$ cat src/rtl/axi4_lite_master.sv
// axi4_lite_master
//   Single-outstanding AXI4-Lite initiator. A user command (read or write) is
//   accepted only in IDLE. It becomes one AXI4-Lite transaction, and the
//   slave's data/response is held on RSP_* until the user takes it.
// Ports
//   ACLK, ARESETN                    clock, async active-low reset
//   CMD_VALID/READY/WRITE/ADDR/WDATA/WSTRB   user command channel
//   RSP_VALID/READY/WRITE/RDATA/RESP         user response channel
//   M_AW*, M_W*, M_B*, M_AR*, M_R*            AXI4-Lite master channels
module axi4_lite_master #(
  parameter int ADDRESS_WIDTH = 32,
  parameter int DATA_WIDTH    = 32
) (
  input  logic                      ACLK,
  input  logic                      ARESETN,
  input  logic                      CMD_VALID,
  output logic                      CMD_READY,
  input  logic                      CMD_WRITE,
  input  logic [ADDRESS_WIDTH-1:0]  CMD_ADDR,
  input  logic [DATA_WIDTH-1:0]     CMD_WDATA,
  input  logic [DATA_WIDTH/8-1:0]   CMD_WSTRB,
  output logic                      RSP_VALID,
  input  logic                      RSP_READY,
  output logic                      RSP_WRITE,
  output logic [DATA_WIDTH-1:0]     RSP_RDATA,
  output logic [1:0]                RSP_RESP,
  output logic [ADDRESS_WIDTH-1:0]  M_AWADDR,
  output logic                      M_AWVALID,
  input  logic                      M_AWREADY,
  output logic [DATA_WIDTH-1:0]     M_WDATA,
  output logic [DATA_WIDTH/8-1:0]   M_WSTRB,
  output logic                      M_WVALID,
  input  logic                      M_WREADY,
  input  logic [1:0]                M_BRESP,
  input  logic                      M_BVALID,
  output logic                      M_BREADY,
  output logic [ADDRESS_WIDTH-1:0]  M_ARADDR,
  output logic                      M_ARVALID,
  input  logic                      M_ARREADY,
  input  logic [DATA_WIDTH-1:0]     M_RDATA,
  input  logic [1:0]                M_RRESP,
  input  logic                      M_RVALID,
  output logic                      M_RREADY
);

  typedef enum logic [2:0] {IDLE, WR_REQ, WR_RESP, RD_ADDR, RD_DATA, RESP} state_t;

  state_t                      state_q, state_d;
  logic [ADDRESS_WIDTH-1:0]    addr_q;
  logic [DATA_WIDTH-1:0]       wdata_q;
  logic [DATA_WIDTH/8-1:0]     wstrb_q;
  logic                        awvalid_q, wvalid_q, arvalid_q;
  logic                        aw_done_q, w_done_q;
  logic                        cmd_fire, aw_hs, w_hs, ar_hs;

  assign CMD_READY = (state_q == IDLE);
  assign RSP_VALID = (state_q == RESP);
  assign M_BREADY  = (state_q == WR_RESP);
  assign M_RREADY  = (state_q == RD_DATA);
  assign M_AWVALID = awvalid_q;
  assign M_WVALID  = wvalid_q;
  assign M_ARVALID = arvalid_q;
  assign M_AWADDR  = addr_q;
  assign M_ARADDR  = addr_q;
  assign M_WDATA   = wdata_q;
  assign M_WSTRB   = wstrb_q;

  assign cmd_fire = CMD_VALID && CMD_READY;
  assign aw_hs    = awvalid_q && M_AWREADY;
  assign w_hs     = wvalid_q && M_WREADY;
  assign ar_hs    = arvalid_q && M_ARREADY;

  always_ff @(posedge ACLK or negedge ARESETN) begin
    if (!ARESETN) state_q <= IDLE;
    else          state_q <= state_d;
  end

  always_comb begin
    state_d = state_q;
    case (state_q)
      IDLE:    if (cmd_fire) state_d = CMD_WRITE ? WR_REQ : RD_ADDR;
      // A channel counts as done if it completed earlier or completes now,
      // so AW and W handshaking on the same edge leaves in one step.
      WR_REQ:  if ((aw_done_q || aw_hs) && (w_done_q || w_hs)) state_d = WR_RESP;
      WR_RESP: if (M_BVALID) state_d = RESP;
      RD_ADDR: if (ar_hs) state_d = RD_DATA;
      RD_DATA: if (M_RVALID) state_d = RESP;
      RESP:    if (RSP_READY) state_d = IDLE;
      default: state_d = IDLE;
    endcase
  end

  always_ff @(posedge ACLK or negedge ARESETN) begin
    if (!ARESETN) begin
      addr_q    <= '0;
      wdata_q   <= '0;
      wstrb_q   <= '0;
      awvalid_q <= 1'b0;
      wvalid_q  <= 1'b0;
      arvalid_q <= 1'b0;
      aw_done_q <= 1'b0;
      w_done_q  <= 1'b0;
      RSP_WRITE <= 1'b0;
      RSP_RDATA <= '0;
      RSP_RESP  <= 2'b00;
    end else begin
      if (cmd_fire) begin
        addr_q    <= CMD_ADDR;
        wdata_q   <= CMD_WDATA;
        wstrb_q   <= CMD_WSTRB;
        awvalid_q <= CMD_WRITE;
        wvalid_q  <= CMD_WRITE;
        arvalid_q <= !CMD_WRITE;
        aw_done_q <= 1'b0;
        w_done_q  <= 1'b0;
      end
      // Each write channel retires independently; the other keeps VALID up.
      if (aw_hs) begin
        awvalid_q <= 1'b0;
        aw_done_q <= 1'b1;
      end
      if (w_hs) begin
        wvalid_q <= 1'b0;
        w_done_q <= 1'b1;
      end
      if (ar_hs) arvalid_q <= 1'b0;
      if (state_q == WR_RESP && M_BVALID) begin
        RSP_WRITE <= 1'b1;
        RSP_RDATA <= '0;
        RSP_RESP  <= M_BRESP;
      end
      if (state_q == RD_DATA && M_RVALID) begin
        RSP_WRITE <= 1'b0;
        RSP_RDATA <= M_RDATA;
        RSP_RESP  <= M_RRESP;
      end
    end
  end

endmodule
$ cat config.mk
export PLATFORM = sky130hd
export DESIGN_NAME = axi4_lite_master
export DESIGN_NICKNAME = d
export VERILOG_FILES = /design/src/rtl/axi4_lite_master.sv
export SDC_FILE = /design/constraint.sdc
export NUM_CORES = 1
export LEC_CHECK = 0
export BUFFER_PORTS_ARGS = -buffer_cell sky130_fd_sc_hd__buf_2
export CAP_MARGIN = 20
export CORE_ASPECT_RATIO = 0.8
export CORE_MARGIN = 10
export CORE_UTILIZATION = 40
export CTS_CLUSTER_DIAMETER = 50
export DETAILED_ROUTE_END_ITERATION = 7
export PLACE_DENSITY = 0.88
export SKIP_LAST_GASP = 1
export SLEW_MARGIN = 15
export SYNTH_ARGS = -nofsm -noshare
export SYNTH_HDL_FRONTEND = slang
export SYNTH_SLANG_ARGS = --single-unit
$ cat constraint.sdc
create_clock -name ACLK -period 1.6 [get_ports ACLK]
set_clock_uncertainty 0.15 [all_clocks]
set_input_delay 0.32 -clock ACLK [delete_from_list [all_inputs] [get_ports ACLK]]
set_output_delay 0.32 -clock ACLK [all_outputs]
set_load 0.03 [all_outputs]
Yosys cells after proc, flatten, opt, wreduce, memory -nomap -nowiden --
Index checks and enable logic that the tools add are counted.
Operators by class: eq/ne operators 11, magnitude comparators 0, reduce and logical (&&, ||, !) cells 16, add/subtract/negate cells 0, mux-type cells 22, multipliers 0, bitwise operators 0, shifts and indexed selects 0, divide/modulo/power cells 0
Operators by type and width (count):
- 2-to-1 mux 32 bit | 2
- 2-to-1 mux 3 bit | 6
- one-hot mux 3 bit (6 select lines) | 1
- 2-to-1 mux 1 bit | 10
- inequality test 2 bit, second input constant | 4
- nonzero test 2 bit | 4
- logical AND 1 bit | 7
- equality test 3 x 2 -> 1 bit, second input constant | 2
- equality test 3 bit, second input constant | 2
- 2-to-1 mux 2 bit | 3
- AND reduction 6 bit | 1
- inequality test 2 x 1 -> 1 bit, second input constant | 2
- equality test 3 x 1 -> 1 bit, second input constant | 1
- zero test 3 bit | 1
- logical OR 1 bit | 2
- zero test 1 bit | 1
Storage, ports and cells: memory bits (writable) 0, register bits 111, ROM bits 0, input bits 114, bits in latches 0, output and inout bits 142, word-level logic and storage cells 61, memories kept 0

Longest topological paths before layout --
Gate-level depths: netlist of the first run.
word-level depth 5, mapped depth 7

Worst setup path before layout of the first run --
OpenSTA, ideal clock, no wires.
path kind register to register, from register state_q[2], to register aw_done_q, path slack -0.371 ns, stages on the path, launching flop included 6, arrival 1.700 ns, clock period less this slack 1.971 ns, required time 1.329 ns, path through dfrtp_1 > buf_2 > nor3_2 > nand2_1 > clkbuf_1 > a22o_1
On the way: word-level cells in the longest chain between the ends 3
Ends and longest elaborated chain:
- start, declared | line 48 | state_t state_q, state_d;
- start signal, assigned | line 75 | else state_q <= state_d;
- zero test 3 bit | line 56 | assign CMD_READY = (state_q == IDLE);
- net CMD_READY | line 17 | output logic CMD_READY,
- logical AND 1 bit | line 68 | assign cmd_fire = CMD_VALID && CMD_READY;
- nonzero test 2 bit (no source line)
- end signal, assigned | line 101 | aw_done_q <= 1'b0;
- end signal, assigned | line 114 | aw_done_q <= 1'b0;
- end signal, assigned | line 120 | aw_done_q <= 1'b1;
- end, declared | line 53 | logic aw_done_q, w_done_q;
The timed path passes the listed nets, and every way through them passes these cells. A chain may end at the register's enable or synchronous reset.

Worst setup path after layout of the first run --
from register state_q[1], to register wdata_q[15] (netlist: M_WDATA[15])
On the way: word-level cells in the longest chain between the ends 2
Ends and longest elaborated chain:
- zero test 3 bit | line 56
- logical AND 1 bit | line 68
- end signal, assigned | line 96 | wdata_q <= '0;
- end signal, assigned | line 109 | wdata_q <= CMD_WDATA;
- end, declared | line 50 | logic [DATA_WIDTH-1:0] wdata_q;
Every way passes these cells.

==> impl_metrics.csv, run 1 <==
group,metric,value,unit
global_routing,grt.total_usage,17.05,%
global_routing,grt_max_degree,85,
synthesis,yosysWarnings,0,
route,drt-vias-per-instance,4.798,
job,maxCapViolCount,0,
clock_tree,worstSkewPairLatency,0.34,ns
floorplan,initial_utilization,41.31,%
timing,setup_viol,111,
synthesis,synth.most_common_cell,"nand2_1",
timing,finalMaxSlewViolations,0,
pwr,cellPowerDensity,2221,mW/mm²
timing,whs,0.01440,ns
cells_and_area,ff_latch_area,0.002781,mm²
worst_setup_path,critical_path.startpoint_type,"flop",
synthesis,synth_fp_nets,567,
synthesis,synth_top_family_by_area,"simple AND/OR/NAND/NOR gates",
pwr,p_int,8411,µW
worst_setup_path,r2r-start,"state_q[1]$_DFFE_PN0P_",
worst_setup_path,crit_path_max_fanout,7,
cells_and_area,multiInputGateArea,0.001864,mm²
worst_setup_path,worstPathArrival,1.88,ns
synthesis,yosysTopAreaCellShare,61.26,%
worst_setup_path,startpoint,"state_q[1]$_DFFE_PN0P_",
floorplan,die_w,139.0,µm
global_routing,grt_pass1_wl,22.40,mm
floorplan,rows,34,
placement,io_buffers,255,
synthesis,ys_top_cells_by_area,"dfrtp_1 (61%), nand2_1 (17%), a22o_1 (6.6%)",
synthesis,synthMuxAreaShare,0.6623,%
pwr,seq_power_share,31.4,%
synthesis,syn_area,0.004534,mm²
timing,finalWorstSetupSlack,-0.1825,ns
cells_and_area,instances_no_fill,875,
synthesis,synth_common_cells,"nand2_1 (210), dfrtp_1 (111), a22o_1 (34), buf_4 (34), buf_2 (12)",
floorplan,die_h,115.2,µm
synthesis,synthArstFlopShare,100.0,%
global_routing,overflow,0,
cells_and_area,drive_above_1_share,59.86,%
timing,worstMarginPinSlew,0.4763,ns
worst_setup_path,worst_r2r_path_depth,9,
clock_tree,cts-root-buf,"clkbuf_16",
global_routing,antenna_found_initial,1,
placement,placed_area,0.005893,mm²
cells_and_area,nets,839,
cells_and_area,syn_to_final_growth,60.40,%
timing,fin_setup_tns,-11.64,ns
floorplan,die_area,0.01602,mm²
synthesis,yosysUniqueCellTypes,29,
placement,dp.cells,818,
synthesis,synth-simple-area-share,20.64,%
pwr,power_switching_share,47.94,%
worst_setup_path,crit_type,"flop to flop",
pwr,ir_drop,1283,µV
status,status,"finished, violations left",
pwr,p_comb_share,55.3,%
route,drc,0,
timing,hold_violations,0,
clock_tree,h-tree-depth,3,
synthesis,synthXorXnorAreaFrac,0,%
timing,slew_headroom,68.25,%
clock_tree,tritoncts,"yes",
timing,rsz0062_at_grt,"yes",
worst_setup_path,critPathCaptureType,"flop",
worst_setup_path,cp-endpoint,"M_WDATA[15]$_DFFE_PN0P_",
clock_tree,numCtsBuffers,9,
route,first_pass_iters,4,
floorplan,core_area,0.01098,mm²
worst_setup_path,required,1.69,ns
floorplan,io_pins,256,
synthesis,ys_ff_latch,111,
synthesis,synth_edf_count,0,
timing,max_freq,561.0,MHz
worst_setup_path,rr_endpoint,"M_WDATA[15]$_DFFE_PN0P_",
route,wl_per_cell,18.44,µm
global_routing,grt_pass1_vias,4233,
pwr,pwr-share-clk,13.3,%
synthesis,yosys.area.top_type,"dfrtp_1",
hold_path,hp-class,"primary input to flop",
synthesis,synthCells,453,
synthesis,synth-compound-area-share,9.078,%
clock_tree,path_clk_slew,0.07,ns
cells_and_area,fillers,836,
placement,dpl.hpwl,10.54,mm
route,drtIter0Drc,226,
synthesis,syn_avg_cell_area,10.01,µm²
timing,timing.final.crit_period,1.783,ns
synthesis,synth_ff_type,"dfrtp_1",
route,ant_nets,0,
pwr,p_leak,0.004020,µW
worst_setup_path,r2r_setup_slack,-0.18,ns
synthesis,synth_adder_area_share,0,%
placement,pre_cts_ws,-0.02558,ns
pwr,p_sw,7744,µW
route,wirelength,16.13,mm
timing,fin_crit_sh,111.4,%
cells_and_area,fin_area,0.007273,mm²
status,violations,"negative setup slack",
placement,gp_congestion,0.8073,
route,vias,4198,
synthesis,synth.yosys.seq_area_share,61.26,%
clock_tree,clockBufferDepth,2,
clock_tree,clkSinkCount,111,
-- per-layer routing --
| metal | wire length, µm | track usage, % |
|---|---|---|
| met2 | 8297 | 30.19 |
| met3 | 1331 | 7.252 |
| met4 | 150 | 3.678 |
| met1 | 6352 | 18.88 |
| met5 | 0 | 0 |
-- critical path, stage by stage (launching register included) --
cell	delay, ns
dfrtp_2	0.42
buf_4	0.15
nor3_4	0.21
buf_4	0.16
buf_8	0.13
buf_12	0.11
nand2_8	0.06
clkbuf_16	0.18
nand2_1	0.07
nand2_1	0.05
-- worst min-delay path by stage --
stage                       start                        to  depth (start not counted)
detailed placement        ARESETN  M_ARADDR[24]$_DFFE_PN0P_                          2
CTS                 CMD_WDATA[19]   M_WDATA[19]$_DFFE_PN0P_                          3
global placement          ARESETN  M_ARADDR[26]$_DFFE_PN0P_                          2
global route        CMD_WDATA[30]   M_WDATA[30]$_DFFE_PN0P_                          3
finish              CMD_WDATA[21]   M_WDATA[21]$_DFFE_PN0P_                          3
floorplan                 ARESETN   M_ARADDR[0]$_DFFE_PN0P_                          0
-- per-stage QoR --
step / total power (µW) / utilization, %
final: 16150 / 66.27
after global routing: 17060 / 66.24
after CTS: 14790 / 58.86
after detailed placement: 12230 / 53.69
after global placement: 12010 / 53.69
after floorplan: 10130 / -
-- power by group through the flow --
stage	Sequential, µW	Combinational, µW	Clock (µW)
2_1_floorplan	7030	3100	0
5_1_grt	5230	9490	2340
3_5_place_dp	4840	7390	0
6_report	5070	8930	2150
4_1_cts	4810	7770	2210
3_3_place_gp	4790	7220	0
-- state kept, by name, indices dropped and copies added, names as in the netlist --
register,cells
RSP_WRITE,1
state_q,3
M_WDATA,32
M_ARVALID,1
RSP_RDATA,32
M_ARADDR,32
aw_done_q,1
RSP_RESP,2
M_WSTRB,4
M_AWVALID,1
M_WVALID,1
w_done_q,1
-- cells in the final DEF, fill, tap and decap left out, drive strengths merged --
cell / n
a211oi: 3
o21ai: 5
diode: 1
and2b: 1
or2: 1
clkinv: 3
clkinvlp: 1
and2: 4
nand2: 212
nand2b: 3
nor2: 7
a21oi: 3
nor3b: 2
dlygate4sd3: 7
o2bb2ai: 1
inv: 3
buf: 300
nor3: 1
nor4: 1
o211a: 1
mux2i: 3
dfrtp: 111
a22o: 34
a31oi: 3
and3b: 1
clkbuf: 18
a311oi: 1
-- kinds of logic after synthesis --
group / after synthesis
flip-flops: 111
AND/OR/NAND/NOR: 231
buffers and inverters: 57
multiplexers: 3
AO/OA/AOI/OAI: 51
-- layout make-up --
cell class	instances	share of cell area, %
clock buffer	10	3.286
clock inverter	6	0.7225
multi-input combinational	287	25.63
inverter	1	0.05161
antenna	1	0.03441
tap	144	2.477
timing repair buffer	315	29.55
sequential	111	38.24
-- timing repair --
| item | 4_1_cts | 5_1_grt |
|---|---|---|
| gates cloned | 3 | 14 |
| buffers inserted | 10 | 6 |
| resized for setup | 18 | 143 |
| pin swaps | 3 | 130 |
| hold endpoints to repair | 117 | 0 |
| hold buffers | 7 | 0 |
| setup endpoints to repair | 36 | 111 |
(Power assumes the default switching activity.)
==> run 2, diff against run 1 <==
--- a/config.mk
+++ b/config.mk
@@ -13,6 +13,7 @@
 export CTS_CLUSTER_DIAMETER = 50
 export DETAILED_ROUTE_END_ITERATION = 7
 export PLACE_DENSITY = 0.88
+export SETUP_SLACK_MARGIN = 0.1
 export SKIP_LAST_GASP = 1
 export SLEW_MARGIN = 15
 export SYNTH_ARGS = -nofsm -noshare
==> run 2 against run 1 <==
Against the previous run: the flow still finishes with violations (negative setup slack); clock power up 5%; hold slack gained 0.0080 ns; critical path depth is the same; non-clock buffer count is 2 higher; sequential cell count is the same; sequential share of layout area decreased by 1.2 points; via count is 2.6% higher; first-iteration DRC count fell by 4.9%; total power rose by 0.78%; global-route usage increased by 2.3 points; cell count unchanged.
==> impl_metrics.csv, run 2 (synthesis results as in run 1) <==
group,metric,value,unit
floorplan,rows,34,
worst_setup_path,critPathCaptureType,"flop",
cells_and_area,instances_no_fill,875,
timing,slew_headroom,72.23,%
pwr,ir_drop,1421,µV
clock_tree,numCtsBuffers,9,
worst_setup_path,crit_type,"flop to flop",
clock_tree,clockBufferDepth,2,
route,wirelength,18.10,mm
placement,dp.cells,819,
floorplan,core_area,0.01098,mm²
hold_path,hold-path-cell-count,3,
cells_and_area,diodes,0,
timing,worstMarginPinSlew,0.4165,ns
timing,rsz0062_at_grt,"yes",
clock_tree,clkSinkCount,111,
global_routing,antenna_found_initial,2,
cells_and_area,syn_to_final_growth,65.48,%
route,vias,4308,
placement,gp_congestion,0.8004,
global_routing,grt_pass1_vias,4421,
timing,finalMaxSlewViolations,0,
placement,dpl.hpwl,11.08,mm
clock_tree,path_clk_slew,0.08,ns
clock_tree,tritoncts,"yes",
floorplan,die_h,115.2,µm
floorplan,initial_utilization,41.31,%
route,first_pass_iters,4,
worst_setup_path,worstPathArrival,1.98,ns
clock_tree,h-tree-depth,3,
route,drt-vias-per-instance,4.923,
route,drc,0,
timing,finalWorstSetupSlack,-0.2541,ns
job,maxCapViolCount,0,
floorplan,die_area,0.01602,mm²
pwr,p_leak,0.004317,µW
route,wl_per_cell,20.69,µm
placement,io_buffers,255,
floorplan,die_w,139.0,µm
global_routing,grt.total_usage,19.33,%
hold_path,hp-class,"primary input to flop",
timing,fin_crit_sh,115.9,%
route,ant_nets,0,
global_routing,grt_pass1_wl,24.62,mm
global_routing,grt_max_degree,32,
cells_and_area,layout_common_cells,"buf_2 (249), dfrtp_1 (108), nand2_1 (108)",
cells_and_area,nets,840,
timing,setup_viol,106,
timing,max_freq,539.4,MHz
route,drtIter0Drc,215,
timing,timing.final.crit_period,1.854,ns
worst_setup_path,critical_path.startpoint_type,"flop",
status,status,"finished, violations left",
timing,hold_violations,0,
cells_and_area,drive_above_1_share,62.52,%
floorplan,io_pins,256,
clock_tree,cts-root-buf,"clkbuf_16",
worst_setup_path,worst_r2r_path_depth,9,
pwr,cellPowerDensity,2170,mW/mm²
cells_and_area,fillers,790,
worst_setup_path,required,1.72,ns
timing,fin_setup_tns,-16.24,ns
status,violations,"negative setup slack",
cells_and_area,layout_commonest_cell,"buf_2",
clock_tree,worstSkewPairLatency,0.34,ns
global_routing,overflow,0,
worst_setup_path,crit_path_max_fanout,6,
-- run 2: cell types whose count changed in the layout (fill, tap and decap cells not counted), sizes merged --
cell,previous run,this run
bufinv,0,1
clkbuf,18,17
nand2,212,211
clkinv,3,1
diode,1,0
clkinvlp,1,2
dlygate4sd3,7,1
buf,300,309
-- run 2: power by group --
part           switching (µW)  leakage (µW)  internal (µW)
combinational            5840       0.00276           3260
clock                    1020      0.000139           1220
sequential                918       0.00142           4020
total                    7780       0.00432           8500
-- run 2: through the flow --
step / total power [µW] / hold slack, ns / setup WS (ns) / utilization, % / area (µm²)
floorplan: 10140 / -0.1256 / -0.06670 / - / 4584
global placement: 12010 / 0.1304 / 0.04679 / 53.67 / 5891
detailed placement: 12230 / 0.1403 / -0.02981 / 53.67 / 5891
CTS: 15520 / 0.004889 / -0.1903 / 62.43 / 6852
global route: 17080 / 0.01418 / -0.2898 / 68.37 / 7503
finish: 16280 / 0.02241 / -0.2541 / 68.37 / 7503
-- run 2: worst paths after layout --
| check | from | to | slack (ns) |
|---|---|---|---|
| max | state_q[2]$_DFFE_PN0P_ | M_WDATA[19]$_DFFE_PN0P_ | -0.25 |
| min | CMD_WDATA[21] | M_WDATA[21]$_DFFE_PN0P_ | 0.02 |
| max reg2reg | state_q[2]$_DFFE_PN0P_ | M_WDATA[19]$_DFFE_PN0P_ | -0.25 |
| min reg2reg | M_WDATA[15]$_DFFE_PN0P_ | M_WDATA[15]$_DFFE_PN0P_ | 0.31 |
| max in group asynchronous | ARESETN | RSP_RDATA[12]$_DFFE_PN0P_ | 0.48 |
| min in group asynchronous | ARESETN | M_WDATA[2]$_DFFE_PN0P_ | 0.30 |
-- run 2: critical path, cell delays in order (launching register included) --
cell,delay (ns)
dfrtp_2,0.45
nor3_4,0.24
buf_4,0.14
buf_6,0.09
and2_4,0.20
buf_12,0.12
buf_12,0.12
clkbuf_16,0.16
nand2_2,0.04
nand2_1,0.07
-- run 2: area by class of cell --
class | instances | area (µm²) | share of cell area, %
Clock buffer | 10 | 229.0 | 3.052
Tap cell | 144 | 180.2 | 2.401
Inverter | 1 | 3.754 | 0.05002
Timing Repair Buffer | 317 | 2308 | 30.77
Sequential cell | 111 | 2781 | 37.07
Multi-Input combinational cell | 286 | 1933 | 25.76
Clock inverter | 6 | 67.56 | 0.9004
-- run 2: layer usage --
| metal | GRT usage, % | up-vias | wire (µm) |
|---|---|---|---|
| met4 | 4.233 | 2 | 311 |
| met2 | 34.23 | 203 | 9500 |
| li1 | - | 1976 | - |
| met1 | 21.87 | 2102 | 6821 |
| met5 | 0 | - | 7 |
| met3 | 7.417 | 25 | 1462 |
-- run 2: repair_timing --
| action | in CTS | in global routing |
|---|---|---|
| buffers inserted | 17 | 6 |
| hold endpoints to repair | 23 | 0 |
| gates cloned | 12 | 9 |
| endpoints found under the setup margin | 89 | 114 |
| gates resized for setup | 52 | 147 |
| pin swaps | 10 | 102 |
| hold buffers | 1 | 0 |
==> run 3, diff against run 2 <==
--- a/config.mk
+++ b/config.mk
@@ -13,6 +13,7 @@
 export CTS_CLUSTER_DIAMETER = 50
 export DETAILED_ROUTE_END_ITERATION = 7
 export PLACE_DENSITY = 0.88
+export REMOVE_ABC_BUFFERS = 1
 export SETUP_SLACK_MARGIN = 0.1
 export SKIP_LAST_GASP = 1
 export SLEW_MARGIN = 15
==> run 3 against run 2 <==
Against the previous run: the run still ends with negative setup slack left; clock-buffer cell count rose by 1; sequential power shrank 3%; critical path depth fell by 2; maximum frequency rose by 2.3%; total power is 11% lower; hold slack worse by 0.0093 ns; sequential cell count unchanged; highest routed layer is now met4.
==> impl_metrics.csv, run 3 (synthesis results as in run 1) <==
group,metric,value,unit
worst_setup_path,startpoint,"state_q[1]$_DFFE_PN0P_",
worst_setup_path,critPathCaptureType,"flop",
route,drt-vias-per-instance,4.535,
worst_setup_path,critPathBufInv,4,
global_routing,overflow,0,
floorplan,die_h,115.2,µm
timing,max_freq,551.6,MHz
worst_setup_path,crit_type,"flop to flop",
worst_setup_path,cp_top_family,"buffers and inverters",
global_routing,antenna_found_initial,0,
hold_path,hp-class,"primary input to flop",
timing,timing.final.crit_period,1.813,ns
worst_setup_path,required,1.72,ns
route,wl_per_cell,16.91,µm
job,maxCapViolCount,0,
cells_and_area,layout_common_cells,"buf_2 (248), nand2_1 (209), dfrtp_1 (108)",
cells_and_area,fillers,943,
worst_setup_path,critPathMaxStageDelay,0.45,ns
pwr,p_total,14480,µW
floorplan,core_area,0.01098,mm²
timing,fin_crit_sh,113.3,%
placement,dpl.hpwl,10.41,mm
timing,rsz0062_at_grt,"yes",
route,wirelength,14.29,mm
global_routing,grt_pass1_wl,21.12,mm
floorplan,die_w,139.0,µm
global_routing,grt_pass1_vias,3997,
cells_and_area,instances_no_fill,845,
pwr,ir_drop,1134,µV
worst_setup_path,crit_slowest_cell,"dfrtp_2",
cells_and_area,nets,810,
pwr,p_leak,0.003742,µW
floorplan,die_area,0.01602,mm²
cells_and_area,ff_latch_area,0.002781,mm²
global_routing,grt_max_degree,41,
cells_and_area,utilization,58.61,%
cells_and_area,drive_above_1_share,45.08,%
cells_and_area,multiInputGateArea,0.001398,mm²
floorplan,rows,34,
clock_tree,cts-root-buf,"clkbuf_16",
timing,worstMarginPinSlew,0.3315,ns
worst_setup_path,r2r_setup_slack,-0.21,ns
route,first_pass_iters,5,
worst_setup_path,worstPathArrival,1.94,ns
cells_and_area,layout_commonest_cell,"buf_2",
route,vias,3832,
timing,slew_headroom,77.75,%
worst_setup_path,worst_r2r_path_depth,7,
worst_setup_path,path_cells,"buf_4 -> nand2b_4 -> buf_4 -> nor3b_4 -> buf_12 -> clkbuf_16 -> a22o_1",
worst_setup_path,rr_endpoint,"RSP_RDATA[12]$_DFFE_PN0P_",
cells_and_area,diodes,0,
status,status,"finished, violations left",
clock_tree,numCtsBuffers,9,
cells_and_area,syn_to_final_growth,41.86,%
clock_tree,worstSkewPairLatency,0.34,ns
pwr,cellPowerDensity,2251,mW/mm²
placement,placed_area,0.005842,mm²
route,ant_nets,0,
worst_setup_path,crit_path_max_fanout,8,
clock_tree,path_clk_slew,0.07,ns
clock_tree,h-tree-depth,3,
timing,finalWorstSetupSlack,-0.2129,ns
timing,finalMaxSlewViolations,0,
worst_setup_path,worstSetupPathDepth,7,
clock_tree,clkSinkCount,111,
clock_tree,tritoncts,"yes",
worst_setup_path,r2r-start,"state_q[1]$_DFFE_PN0P_",
global_routing,grt.total_usage,16.08,%
worst_setup_path,crit_path_frequent_cell,"buf_4",
floorplan,io_pins,256,
timing,setup_viol,41,
route,drtIter0Drc,270,
worst_setup_path,critical_path.startpoint_type,"flop",
timing,whs,0.01306,ns
cells_and_area,fin_area,0.006432,mm²
route,drc,0,
placement,io_buffers,255,
clock_tree,clockBufferDepth,2,
placement,gp_congestion,0.8136,
status,violations,"negative setup slack",
worst_setup_path,cp-endpoint,"RSP_RDATA[12]$_DFFE_PN0P_",
floorplan,initial_utilization,41.31,%
timing,hold_violations,0,
placement,dp.cells,812,
==> run 3: cell count changes in the layout (fill, tap and decap cells not counted), sizes merged <==
| cell | before | now |
|---|---|---|
| buf | 309 | 282 |
| bufinv | 1 | 0 |
| clkbuf | 17 | 16 |
| nand2 | 211 | 210 |
| clkinv | 1 | 3 |
| clkinvlp | 2 | 0 |
==> run 3: routing by layer <==
| layer | part of all wire, % | routed length, µm | vias to the layer above | global-route usage, % |
|---|---|---|---|---|
| li1 | - | - | 1904 | - |
| met1 | 40 | 5646 | 1769 | 17.95 |
| met5 | 0 | 0 | - | 0 |
| met3 | 8.1 | 1160 | 11 | 5.768 |
| met2 | 51 | 7329 | 148 | 28.48 |
| met4 | 1.1 | 153 | 0 | 4.858 |
==> run 3: worst min-delay path by stage <==
stage / from / slack (ns) / cells past startpoint / endpoint
after detailed placement: ARESETN / 0.06 / 1 / M_WDATA[0]$_DFFE_PN0P_
after CTS: CMD_ADDR[6] / 0.0001 / 3 / M_ARADDR[6]$_DFFE_PN0P_
after floorplan: ARESETN / -0.13 / 0 / M_ARADDR[0]$_DFFE_PN0P_
after global placement: ARESETN / 0.07 / 1 / M_ARADDR[1]$_DFFE_PN0P_
after global routing: CMD_ADDR[6] / 0.006 / 3 / M_ARADDR[6]$_DFFE_PN0P_
final: CMD_WDATA[25] / 0.01 / 3 / M_WDATA[25]$_DFFE_PN0P_
==> run 3: report_power, final <==
part,total [µW],switching [µW],internal (µW)
combinational,7530,5160,2370
sequential,4800,780,4020
clock,2160,1000,1160
total,14500,6940,7550
==> run 3: tightest hold or removal path: cells and delay by family <==
kind                   cells  cell delay [ns]
buffers and inverters      1             0.07
AND/OR/NAND/NOR            2             0.08
==> run 3: layout make-up <==
| class | count | share of cell area (%) |
|---|---|---|
| multi-input cells | 285 | 21.73 |
| clock inverters | 5 | 0.6224 |
| flip-flops and latches | 111 | 43.24 |
| clock buffers | 11 | 3.929 |
| well taps | 144 | 2.801 |
| inverters | 1 | 0.05835 |
| repair buffers | 288 | 27.62 |
==> run 3: timing repair <==
item	4_1_cts	5_1_grt
setup endpoints to repair	110	112
endpoints found under the hold margin	61	0
cloned	0	7
pin swaps	1	17
resized for setup	16	9
hold buffers	1	0
buffers inserted	6	3
==> run 3: through the flow <==
| stage | setup TNS, ns | setup slack, ns |
|---|---|---|
| final | -6.947 | -0.2129 |
| after global routing | -9.302 | -0.2357 |
| after CTS | -4.395 | -0.1838 |
| after detailed placement | -0.8236 | -0.04617 |
| after global placement | 0 | 0.01770 |
| after floorplan | -98.89 | -1.325 |
